**config.mk**
```make
export PLATFORM = sky130hd
export DESIGN_NAME = video_sink_flat
export DESIGN_NICKNAME = d
export VERILOG_FILES = /design/src/rtl/video_sink_if.sv /design/src/rtl/video_sink.sv /design/src/flat_wrapper.sv
export SDC_FILE = /design/constraint.sdc
export NUM_CORES = 1
export LEC_CHECK = 0
export CAP_MARGIN = 5
export CORE_MARGIN = 2
export CORE_UTILIZATION = 30
export CTS_BUF_LIST = sky130_fd_sc_hd__clkbuf_8
export CTS_CLUSTER_DIAMETER = 100
export CTS_CLUSTER_SIZE = 14
export DETAILED_ROUTE_END_ITERATION = 12
export HOLD_SLACK_MARGIN = 0.1
export PLACE_DENSITY_LB_ADDON = 0.12
export SYNTH_ARGS = -nofsm -noshare
export SYNTH_HDL_FRONTEND = slang
export SYNTH_SLANG_ARGS = --single-unit
export TNS_END_PERCENT = 20
```
**constraint.sdc**
```tcl
create_clock -name pixel_clk -period 9 [get_ports pixel_clk]
set_input_delay 1.8 -clock pixel_clk [delete_from_list [all_inputs] [get_ports pixel_clk]]
set_output_delay 1.8 -clock pixel_clk [all_outputs]
set_load 0.02 [all_outputs]
```
**src/rtl/video_sink_if.sv**
```systemverilog
// ----------------------------------------------------------------------------
// video_sink_if
//
// Purpose:
//    Groups the raster video bus (syncs, display enable and pixel data) that
//    travels from a VGA-style source to the video_sink monitor.
//
// Signals:
//    video_HS     horizontal sync, active low
//    video_VS     vertical sync, active low
//    video_BLANK  display enable: 1 = active pixel, 0 = blanking
//    video_RGB    pixel data {R[7:0],G[7:0],B[7:0]}, valid when BLANK=1
//
// Modports:
//    master  the side that drives the raster (display controller or bench)
//    slave   the side that only observes it (video_sink)
// ----------------------------------------------------------------------------
interface video_sink_if;

   logic        video_HS;
   logic        video_VS;
   logic        video_BLANK;
   logic [23:0] video_RGB;

   modport master (
      output video_HS,
      output video_VS,
      output video_BLANK,
      output video_RGB
   );

   modport slave (
      input video_HS,
      input video_VS,
      input video_BLANK,
      input video_RGB
   );

endinterface

```
**src/rtl/video_sink.sv**
```systemverilog
// ----------------------------------------------------------------------------
// video_sink
//
// Purpose:
//    Receiving end of the video raster. Measures the active geometry of each
//    frame, accumulates a per-frame pixel checksum (sum of R+G+B), counts
//    frames and reports lock plus sticky geometry errors. A frame is closed
//    by the falling edge of VS; the first (partial) frame after reset is
//    always discarded.
//
// Pipeline (edges counted from the first edge that samples VS low):
//    E0  input stage S1 captures the bus, S2 holds the previous S1
//    E1  event stage: pixel sum and BLANK/VS edge flags registered
//    E2  frame counters update; on a VS fall the closing frame is
//        snapshotted and the counters restart for the next frame
//    E3  results published, frame_done high for one cycle
//
// Ports:
//    pixel_clk    pixel clock
//    sys_rst      asynchronous, active-high reset
//    vid          video bus (slave modport: HS, VS, BLANK, RGB)
//    clr_err      synchronous clear of the sticky error flags
//    frame_done   one-cycle pulse when a frame's results are published
//    meas_width   active width of the last line of the last frame (sat 4095)
//    meas_height  active line count of the last frame (sat 4095)
//    frame_sum    sum of R+G+B over all active pixels of the last frame
//    frame_cnt    number of published frames, wraps 65535 -> 0
//    locked       LOCK_FRAMES consecutive frames of exactly HDISP x VDISP
//    err_width    sticky: some line width differed from HDISP
//    err_height   sticky: some frame height differed from VDISP
// ----------------------------------------------------------------------------
module video_sink #(
   parameter int HDISP       = 800,
   parameter int VDISP       = 480,
   parameter int LOCK_FRAMES = 2
) (
   input  logic               pixel_clk,
   input  logic               sys_rst,
   video_sink_if.slave        vid,
   input  logic               clr_err,
   output logic               frame_done,
   output logic [11:0]        meas_width,
   output logic [11:0]        meas_height,
   output logic [31:0]        frame_sum,
   output logic [15:0]        frame_cnt,
   output logic               locked,
   output logic               err_width,
   output logic               err_height
);

   localparam logic [11:0] HDISP_W = 12'(HDISP);
   localparam logic [11:0] VDISP_W = 12'(VDISP);
   localparam logic [3:0]  LOCK_W  = 4'(LOCK_FRAMES);

   typedef enum logic [0:0] {
      SYNC_WAIT = 1'b0,
      RUN       = 1'b1
   } state_t;

   // Input stage S1 and edge-detect stage S2
   logic        s1_hs_q,    s1_hs_d;
   logic        s1_vs_q,    s1_vs_d;
   logic        s1_blank_q, s1_blank_d;
   logic [23:0] s1_rgb_q,   s1_rgb_d;
   logic        s2_vs_q,    s2_vs_d;
   logic        s2_blank_q, s2_blank_d;

   // Event stage
   logic        ev_pix_q,        ev_pix_d;
   logic [9:0]  ev_sum_q,        ev_sum_d;
   logic        ev_blank_fall_q, ev_blank_fall_d;
   logic        ev_vs_fall_q,    ev_vs_fall_d;

   // Frame counters
   state_t      state_q,       state_d;
   logic [11:0] h_cnt_q,       h_cnt_d;
   logic [11:0] v_cnt_q,       v_cnt_d;
   logic [11:0] line_w_q,      line_w_d;
   logic [31:0] acc_q,         acc_d;
   logic        frame_bad_w_q, frame_bad_w_d;

   // Snapshot of the frame being closed, consumed by the publish stage
   logic        pub_req_q,     pub_req_d;
   logic [11:0] snap_w_q,      snap_w_d;
   logic [11:0] snap_h_q,      snap_h_d;
   logic [31:0] snap_sum_q,    snap_sum_d;
   logic        snap_bad_w_q,  snap_bad_w_d;

   // Published results and status
   logic        frame_done_q,  frame_done_d;
   logic [11:0] meas_width_q,  meas_width_d;
   logic [11:0] meas_height_q, meas_height_d;
   logic [31:0] frame_sum_q,   frame_sum_d;
   logic [15:0] frame_cnt_q,   frame_cnt_d;
   logic [3:0]  good_cnt_q,    good_cnt_d;
   logic        locked_q,      locked_d;
   logic        err_width_q,   err_width_d;
   logic        err_height_q,  err_height_d;

   logic        snap_good;

   // Geometry is measured from BLANK alone; HS is sampled with the rest of
   // the bus but has no consumer.
   logic        unused_hs;
   assign unused_hs = s1_hs_q;

   function automatic logic [11:0] sat_inc(input logic [11:0] v);
      return (v == 12'hFFF) ? v : v + 12'd1;
   endfunction

   // Input registers and edge-detect flags. The pixel sum is registered here
   // so the 32-bit accumulate does not sit behind the three-byte adder.
   always_comb begin
      s1_hs_d         = vid.video_HS;
      s1_vs_d         = vid.video_VS;
      s1_blank_d      = vid.video_BLANK;
      s1_rgb_d        = vid.video_RGB;
      s2_vs_d         = s1_vs_q;
      s2_blank_d      = s1_blank_q;
      ev_pix_d        = s1_blank_q;
      ev_sum_d        = {2'b00, s1_rgb_q[23:16]} + {2'b00, s1_rgb_q[15:8]}
                      + {2'b00, s1_rgb_q[7:0]};
      ev_blank_fall_d = s2_blank_q & ~s1_blank_q;
      ev_vs_fall_d    = s2_vs_q & ~s1_vs_q;
   end

   // Frame counters. A line that ends in the same cycle as the VS fall is
   // counted before the frame is snapshotted. A pixel arriving in the VS-fall
   // cycle belongs to the new frame, so it is added after the clear. In
   // SYNC_WAIT nothing is counted until the first VS fall starts a frame.
   always_comb begin
      state_d       = state_q;
      h_cnt_d       = h_cnt_q;
      v_cnt_d       = v_cnt_q;
      line_w_d      = line_w_q;
      acc_d         = acc_q;
      frame_bad_w_d = frame_bad_w_q;
      pub_req_d     = 1'b0;
      snap_w_d      = snap_w_q;
      snap_h_d      = snap_h_q;
      snap_sum_d    = snap_sum_q;
      snap_bad_w_d  = snap_bad_w_q;

      if (state_q == RUN && ev_blank_fall_q) begin
         line_w_d = h_cnt_q;
         v_cnt_d  = sat_inc(v_cnt_q);
         h_cnt_d  = 12'd0;
         if (h_cnt_q != HDISP_W) begin
            frame_bad_w_d = 1'b1;
         end
      end

      if (ev_vs_fall_q) begin
         if (state_q == RUN) begin
            pub_req_d    = 1'b1;
            snap_w_d     = line_w_d;
            snap_h_d     = v_cnt_d;
            snap_sum_d   = acc_d;
            snap_bad_w_d = frame_bad_w_d;
         end
         state_d       = RUN;
         h_cnt_d       = 12'd0;
         v_cnt_d       = 12'd0;
         line_w_d      = 12'd0;
         acc_d         = 32'd0;
         frame_bad_w_d = 1'b0;
      end

      if (ev_pix_q && state_d == RUN) begin
         h_cnt_d = sat_inc(h_cnt_d);
         acc_d   = acc_d + 32'(ev_sum_q);
      end
   end

   // Publish stage. clr_err is applied before the new error bits are OR-ed
   // in, so an error raised by this publish survives a coincident clear.
   // Lock and its good-frame counter only move on a publish.
   assign snap_good = !snap_bad_w_q && (snap_h_q == VDISP_W);

   always_comb begin
      frame_done_d  = pub_req_q;
      meas_width_d  = meas_width_q;
      meas_height_d = meas_height_q;
      frame_sum_d   = frame_sum_q;
      frame_cnt_d   = frame_cnt_q;
      good_cnt_d    = good_cnt_q;
      locked_d      = locked_q;
      err_width_d   = clr_err ? 1'b0 : err_width_q;
      err_height_d  = clr_err ? 1'b0 : err_height_q;

      if (pub_req_q) begin
         meas_width_d  = snap_w_q;
         meas_height_d = snap_h_q;
         frame_sum_d   = snap_sum_q;
         frame_cnt_d   = frame_cnt_q + 16'd1;
         err_width_d   = err_width_d | snap_bad_w_q;
         err_height_d  = err_height_d | (snap_h_q != VDISP_W);
         if (snap_good) begin
            good_cnt_d = (good_cnt_q >= LOCK_W) ? LOCK_W : good_cnt_q + 4'd1;
            locked_d   = (good_cnt_d == LOCK_W);
         end else begin
            good_cnt_d = 4'd0;
            locked_d   = 1'b0;
         end
      end
   end

   // State registers; everything returns to zero and SYNC_WAIT on reset.
   always_ff @(posedge pixel_clk or posedge sys_rst) begin
      if (sys_rst) begin
         s1_hs_q         <= 1'b0;
         s1_vs_q         <= 1'b0;
         s1_blank_q      <= 1'b0;
         s1_rgb_q        <= 24'd0;
         s2_vs_q         <= 1'b0;
         s2_blank_q      <= 1'b0;
         ev_pix_q        <= 1'b0;
         ev_sum_q        <= 10'd0;
         ev_blank_fall_q <= 1'b0;
         ev_vs_fall_q    <= 1'b0;
         state_q         <= SYNC_WAIT;
         h_cnt_q         <= 12'd0;
         v_cnt_q         <= 12'd0;
         line_w_q        <= 12'd0;
         acc_q           <= 32'd0;
         frame_bad_w_q   <= 1'b0;
         pub_req_q       <= 1'b0;
         snap_w_q        <= 12'd0;
         snap_h_q        <= 12'd0;
         snap_sum_q      <= 32'd0;
         snap_bad_w_q    <= 1'b0;
         frame_done_q    <= 1'b0;
         meas_width_q    <= 12'd0;
         meas_height_q   <= 12'd0;
         frame_sum_q     <= 32'd0;
         frame_cnt_q     <= 16'd0;
         good_cnt_q      <= 4'd0;
         locked_q        <= 1'b0;
         err_width_q     <= 1'b0;
         err_height_q    <= 1'b0;
      end else begin
         s1_hs_q         <= s1_hs_d;
         s1_vs_q         <= s1_vs_d;
         s1_blank_q      <= s1_blank_d;
         s1_rgb_q        <= s1_rgb_d;
         s2_vs_q         <= s2_vs_d;
         s2_blank_q      <= s2_blank_d;
         ev_pix_q        <= ev_pix_d;
         ev_sum_q        <= ev_sum_d;
         ev_blank_fall_q <= ev_blank_fall_d;
         ev_vs_fall_q    <= ev_vs_fall_d;
         state_q         <= state_d;
         h_cnt_q         <= h_cnt_d;
         v_cnt_q         <= v_cnt_d;
         line_w_q        <= line_w_d;
         acc_q           <= acc_d;
         frame_bad_w_q   <= frame_bad_w_d;
         pub_req_q       <= pub_req_d;
         snap_w_q        <= snap_w_d;
         snap_h_q        <= snap_h_d;
         snap_sum_q      <= snap_sum_d;
         snap_bad_w_q    <= snap_bad_w_d;
         frame_done_q    <= frame_done_d;
         meas_width_q    <= meas_width_d;
         meas_height_q   <= meas_height_d;
         frame_sum_q     <= frame_sum_d;
         frame_cnt_q     <= frame_cnt_d;
         good_cnt_q      <= good_cnt_d;
         locked_q        <= locked_d;
         err_width_q     <= err_width_d;
         err_height_q    <= err_height_d;
      end
   end

   assign frame_done  = frame_done_q;
   assign meas_width  = meas_width_q;
   assign meas_height = meas_height_q;
   assign frame_sum   = frame_sum_q;
   assign frame_cnt   = frame_cnt_q;
   assign locked      = locked_q;
   assign err_width   = err_width_q;
   assign err_height  = err_height_q;

endmodule

```
**src/flat_wrapper.sv**
```systemverilog
// flat-port wrapper written by rule: the top's interface ports become plain ports
module video_sink_flat 
#(
   parameter int HDISP       = 800,
   parameter int VDISP       = 480,
   parameter int LOCK_FRAMES = 2
)
  (pixel_clk, sys_rst, clr_err, frame_done, meas_width, meas_height, frame_sum, frame_cnt, locked, err_width, err_height, vid_video_HS, vid_video_VS, vid_video_BLANK, vid_video_RGB);
  video_sink_if vid_i ();
  input  logic pixel_clk;
  input  logic sys_rst;
  input  logic clr_err;
  output logic frame_done;
  output logic [11:0] meas_width;
  output logic [11:0] meas_height;
  output logic [31:0] frame_sum;
  output logic [15:0] frame_cnt;
  output logic locked;
  output logic err_width;
  output logic err_height;
  input wire logic [$bits(vid_i.video_HS)-1:0] vid_video_HS;
  input wire logic [$bits(vid_i.video_VS)-1:0] vid_video_VS;
  input wire logic [$bits(vid_i.video_BLANK)-1:0] vid_video_BLANK;
  input wire logic [$bits(vid_i.video_RGB)-1:0] vid_video_RGB;
  assign vid_i.video_HS = vid_video_HS;
  assign vid_i.video_VS = vid_video_VS;
  assign vid_i.video_BLANK = vid_video_BLANK;
  assign vid_i.video_RGB = vid_video_RGB;
  video_sink #(.HDISP(HDISP), .VDISP(VDISP), .LOCK_FRAMES(LOCK_FRAMES)) u_core (.pixel_clk(pixel_clk), .sys_rst(sys_rst), .vid(vid_i), .clr_err(clr_err), .frame_done(frame_done), .meas_width(meas_width), .meas_height(meas_height), .frame_sum(frame_sum), .frame_cnt(frame_cnt), .locked(locked), .err_width(err_width), .err_height(err_height));
endmodule
```
Yosys cells after proc, flatten, opt, wreduce, memory -nomap -nowiden:

Index checks and enable logic that the tools add are counted.

* add/sub/neg operators: 7
* order comparisons: 1
* equality and inequality tests: 6
* multiplexer cells: 24
* bitwise operators: 6
* reductions and logical operators: 5

Operators by type and width (number)
* two-way mux 12 bit: 9
* two-way mux 32 bit: 2
* adder 32 x 10 -> 32 bit: 1
* adder 12 x 1 -> 12 bit (second input constant): 2
* == test 12 bit (second input constant): 2
* adder 16 x 1 -> 16 bit (second input constant): 1
* == test 12 x 9 -> 1 bit (second input constant): 1
* inequality test 12 x 10 -> 1 bit (second input constant): 1
* inequality test 12 x 9 -> 1 bit (second input constant): 1
* two-way mux 1 bit: 11
* adder 10 x 8 -> 10 bit: 1
* adder 8 x 8 -> 9 bit: 1
* two-way mux 4 bit: 2
* adder 4 x 1 -> 4 bit (second input constant): 1
* == test 4 x 2 -> 1 bit (second input constant): 1
* >= comparator 4 x 2 -> 1 bit (second input constant): 1
* logical AND 1 bit: 3
* bitwise AND 1 bit: 2
* NOT 1 bit: 2
* OR 1 bit: 2
* AND reduction 2 bit: 1
* zero test 1 bit: 1

* flip-flop bits (word level): 248
* bits of input ports: 30
* output and inout bits: 76
* word-level logic and storage cells: 77

Depth between registers and ports, before layout:

* depth in word-level cells: 6
* gate-level depth with buffers: 15
* mapped depth without buffers: 15

Worst setup path after synthesis:

No wires, ideal clock.

* kind: register to register
* from: register u_core.ev_vs_fall_q
* to: register u_core.acc_q[24]
* library setup time: 0.125 ns
* arrival: 2.704 ns
* required time: 8.875 ns
* path slack: 6.171 ns
* stages on the path, launching flop included: 14
* path buffers: 3
* period minus slack after synthesis: 2.829 ns
* cells stage by stage: dfrtp_1 > buf_4 > buf_2 > nor2b_1 > ha_1 > inv_1 > fa_1 > nor2b_1 > o31a_2 > o31ai_2 > and3b_2 > buf_6 > nor4b_2 > mux2_4

* word-level cells in the longest chain between the ends: 3
* elaborated cells on any way between the ends: 5

RTL lines
* from (decl): line video_sink.sv:72 `logic ev_vs_fall_q, ev_vs_fall_d;`
* from (signal assigned): line video_sink.sv:251 `ev_vs_fall_q <= ev_vs_fall_d;`
* two-way mux 32 bit / two-way mux 1 bit (equally long branches): line video_sink.sv:153 `if (ev_vs_fall_q) begin`
* adder 32 x 10 -> 32 bit / logical AND 1 bit (equally long branches): line video_sink.sv:171, video_sink.sv:169
* two-way mux 32 bit (*): line video_sink.sv:169 `if (ev_pix_q && state_d == RUN) begin`
* named net u_core.acc_d[24]: line video_sink.sv:79 `logic [31:0] acc_q, acc_d;`
* to (signal assigned): line video_sink.sv:225 `acc_q <= 32'd0;`
* to (signal assigned): line video_sink.sv:256 `acc_q <= acc_d;`
* to (decl): line video_sink.sv:79

The timed path passes the listed nets; every way through them passes the cells marked *.
A chain may end at the register's enable or synchronous reset.

Final worst setup path:

Same ends and word-level chain as after synthesis.

==> flow_metrics.py <==
metrics = {
    "worst_setup_path": {
        "reg2reg_depth": 9,
        "critical_path_peak_fanout": 39,
        "arrival_ps": 3960,
        "rr_startpoint": "u_core.ev_vs_fall_q",
        "critPathLaunchType": "register",
        "critPathCaptureType": "register",
        "rr_endpoint": "u_core.acc_q[24]",
        "timing.setup.critical_path_class": "register to register",
        "ff2ff_setup_slack_ps": 5470,
        "critical_path_required_ps": 9440,
    },
    "routing": {
        "dr_wl_met2_mm": 10.7,
        "dr_total_vias": 6805,
        "sum_of_routed_wire_length_over_all_layers_mm": 22.2,
        "highest_layer": "met4",
        "post_drt_antenna_nets": 0,
        "routed-wl-met3_um": 761,
        "drtPass1Iterations": 4,
        "drt-initial-drc-count": 300,
        "routed_wire_length_per_instance_um": 15.1,
        "m1WireLength_mm": 10.3,
        "remaining_drc_errors": 0,
        "average_via_count_per_standard_cell": 4.62,
    },
    "worst_hold_path": {
        "holdPathStages": 0,
        "worst_hold_path.endpoint": "u_core.s2_vs_q",
        "hp-start": "u_core.s1_vs_q",
        "worstHoldPathType": "register to register",
    },
    "final_layout": {
        "mostFrequentLayoutCells": "sky130_fd_sc_hd__dfrtp_1, sky130_fd_sc_hd__clkdlybuf4s50_1, sky130_fd_sc_hd__mux2_2, sky130_fd_sc_hd__nor2_1, sky130_fd_sc_hd__nand2_1",
        "layout-area-overhead-vs-synth_pct": 17.2,
        "layout.core_utilization_pct": 35.6,
        "commonest_non_fill_non_tap_cell_in_the_layout": "sky130_fd_sc_hd__dfrtp_1",
        "fraction_of_layout_instances_using_a_drive_strength_above_1_pct": 14.8,
        "num-nets-final": 1073,
    },
    "synth": {
        "synth.yosys.warnings": 0,
        "sequential_cell_area_fraction_in_the_yosys_report_pct": 57.4,
        "async_reset_ff_share_pct": 100,
        "post_synth.cell_area_avg_um2": 12.0,
        "yosys_most_used_dff": "sky130_fd_sc_hd__dfrtp_1",
        "yosysUniqueCellTypes": 64,
        "syn-num-nets": 968,
        "area_of_the_mapped_netlist_mm2": 0.0108,
        "synth-edff-count": 0,
        "netlist_instances": 904,
        "ys_seq_elements": 248,
    },
    "global_routing": {
        "grt_pass1_wl_mm": 37.5,
        "globalRouteTotalUtil_pct": 12.1,
        "globalRouteOverflowTotal": 0,
        "number_of_global_route_vias_before_repair": 7158,
        "antenna_violations_before_repair": 1,
        "grt_max_degree": 132,
    },
    "sta": {
        "rsz0062_at_grt": "false",
        "timing.final.hold_violations": 0,
        "timing.final.setup_violations": 0,
        "timing.final.crit_period_ps": 3530,
        "timing.setup.tns_ps": 0,
        "slew_at_the_pin_closest_to_its_max_slew_limit_ps": 921,
        "finalClockSkew_ps": 28.2,
        "timing.fmax_mhz": 284,
        "max-slew-margin-rel_pct": 38.6,
        "post-route-period-util_pct": 39.2,
        "finalMaxSlewViolations": 0,
        "worst_slack_ps": 5470,
    },
    "place": {
        "preCtsSetupSlack_ps": 4970,
        "gp_routability_congestion": 0.757,
        "detailedPlacementHpwl_mm": 14.8,
        "buffer_ports.inserted": 104,
    },
    "floorplanning": {
        "chipWidth_um": 194,
        "row_count": 69,
        "die_area_mm2": 0.0376,
        "die_h_um": 194,
        "core_mm2": 0.0356,
        "initial_core_util_pct": 30.4,
        "num_io_pins": 106,
    },
    "pwr": {
        "power.share.sequential_pct": 51.1,
        "power_frac_clock_pct": 23.4,
        "cellInternalPower_uw": 1790,
        "irDropWorstVdd_v": 0.000132,
        "p_leak_uw": 0.00569,
        "comb_power_share_pct": 25.5,
        "power_density_mw_per_mm2": 206,
        "swShare_pct": 31.3,
        "power.net_switching_uw": 816,
    },
    "cts": {
        "worstSkewPairLatency_ps": 550,
        "clock_tree.htree_level_count": 1,
        "cts_made_buffers": 21,
        "cts.repair_timing.setup_buffer_count": 0,
        "cts.repair.resized": 0,
        "cts_hold_repair.buffers": 0,
        "worst_setup_hold_path_clk_slew_ps": 100,
        "clock_tree_from_tritoncts": "built",
        "max_root_sink_buffers": 3,
        "numClockSinks": 248,
        "clk_root_buffer_cell": "sky130_fd_sc_hd__clkbuf_8",
    },
    "job": {
        "drv.max_cap_violation_count": 0,
    },
    "outcome": {
        "status": "finished clean",
    },
}
## logic make-up (layout without fill, tap and decap cells)
group	Yosys count	after routing	synth area share, %
simple gates	286	286	13.4
buf+inv	49	155	2.04
mux	110	110	11.3
flops	248	248	57.4
other cells	0	1	0
compound gates	120	120	7.09
xor+xnor	57	57	4.62
fa+ha+maj	34	34	4.14
## per-stage QoR
stage	std cells	power (uW)	cell area [um2]	hold WS, ps
global placement	1447	2030	12300	367
global route	1471	2800	12700	410
floorplan	904	1810	10800	354
detailed placement	1447	2040	12300	373
finish	1472	2610	12700	389
CTS	1471	2670	12700	396
## synthesized netlist by cell type (4+ instances only)
library cell	count	area share (%)
sky130_fd_sc_hd__and2_1	5	0.29
sky130_fd_sc_hd__nor2_1	83	2.9
sky130_fd_sc_hd__ha_1	31	3.6
sky130_fd_sc_hd__a21o_1	8	0.56
sky130_fd_sc_hd__nor3_1	11	0.51
sky130_fd_sc_hd__mux2_2	93	9.7
sky130_fd_sc_hd__inv_1	21	0.73
sky130_fd_sc_hd__buf_2	4	0.19
sky130_fd_sc_hd__nand2_1	82	2.8
sky130_fd_sc_hd__o21ai_0	54	2.5
sky130_fd_sc_hd__a21oi_1	22	1.0
sky130_fd_sc_hd__or2_2	4	0.23
sky130_fd_sc_hd__nor4b_1	5	0.41
sky130_fd_sc_hd__nand2b_1	6	0.35
sky130_fd_sc_hd__clkbuf_1	20	0.69
sky130_fd_sc_hd__xnor2_1	37	3.0
sky130_fd_sc_hd__nand4_1	18	1.0
sky130_fd_sc_hd__or3_1	6	0.35
sky130_fd_sc_hd__nor2b_1	21	1.2
sky130_fd_sc_hd__and4_1	5	0.41
sky130_fd_sc_hd__xor2_1	20	1.6
sky130_fd_sc_hd__dfrtp_1	248	57
sky130_fd_sc_hd__nand3_1	17	0.79
sky130_fd_sc_hd__a211oi_1	4	0.28
sky130_fd_sc_hd__and3_1	5	0.29
sky130_fd_sc_hd__mux2i_1	16	1.5
sky130_fd_sc_hd__o21a_1	4	0.28
## worst max path at each step
stage	start	end	slack, ps	cells past startpoint
finish	u_core.ev_vs_fall_q	u_core.acc_q[24]	5470	9
global route	u_core.ev_vs_fall_q	u_core.acc_q[27]	5090	10
CTS	u_core.ev_vs_fall_q	u_core.acc_q[20]	5400	9
detailed placement	sys_rst	u_core.frame_cnt[13]	4970	3
global placement	sys_rst	u_core.frame_cnt[13]	4980	3
floorplan	sys_rst	u_core.acc_q[0]	390	1
## power groups by stage
stage	Sequential (uW)	Clock (uW)	Combinational (uW)
2_1_floorplan	1380	0	436
3_3_place_gp	1360	0	673
3_5_place_dp	1360	0	676
4_1_cts	1340	657	681
5_1_grt	1350	699	744
6_report	1330	611	666
## registers in the layout, summed over array words and instances, names as in the netlist, 4 cells and up
name and count:
u_core.acc_q 32, u_core.frame_sum 32, u_core.snap_sum_q 32, u_core.s1_rgb_q 24
u_core.frame_cnt 16, u_core.h_cnt_q 12, u_core.line_w_q 12, u_core.meas_height 12
u_core.meas_width 12, u_core.snap_h_q 12, u_core.snap_w_q 12, u_core.v_cnt_q 12
u_core.ev_sum_q 10, u_core.good_cnt_q 4
## critical path, stage by stage, from the launching register on
cell and delay [ps]:
sky130_fd_sc_hd__dfrtp_2 830, sky130_fd_sc_hd__buf_4 530, sky130_fd_sc_hd__nor2b_1 120, sky130_fd_sc_hd__ha_1 360, sky130_fd_sc_hd__nor2b_1 170, sky130_fd_sc_hd__o31a_2 320, sky130_fd_sc_hd__o31ai_2 240, sky130_fd_sc_hd__and3b_2 410
sky130_fd_sc_hd__nor4b_2 100, sky130_fd_sc_hd__mux2_4 320
## layer usage
layer	up-vias	track usage, %
met1	3337	15.6
met3	27	2.02
met5	-	0
met4	0	3.03
met2	102	21.0
li1	3339	-
## cell type report
cell class                      count  area (um2)
Multi-Input combinational cell    607        4390
Clock buffer                       21         289
Fill cell                        3547       22900
Inverter                           21        86.3
Sequential cell                   248        6210
Antenna cell                        1        2.50
Tap cell                          461         577
Clock inverter                      3        41.3
Timing Repair Buffer              110        1090
No activity file was read; power rests on OpenSTA's default activity.
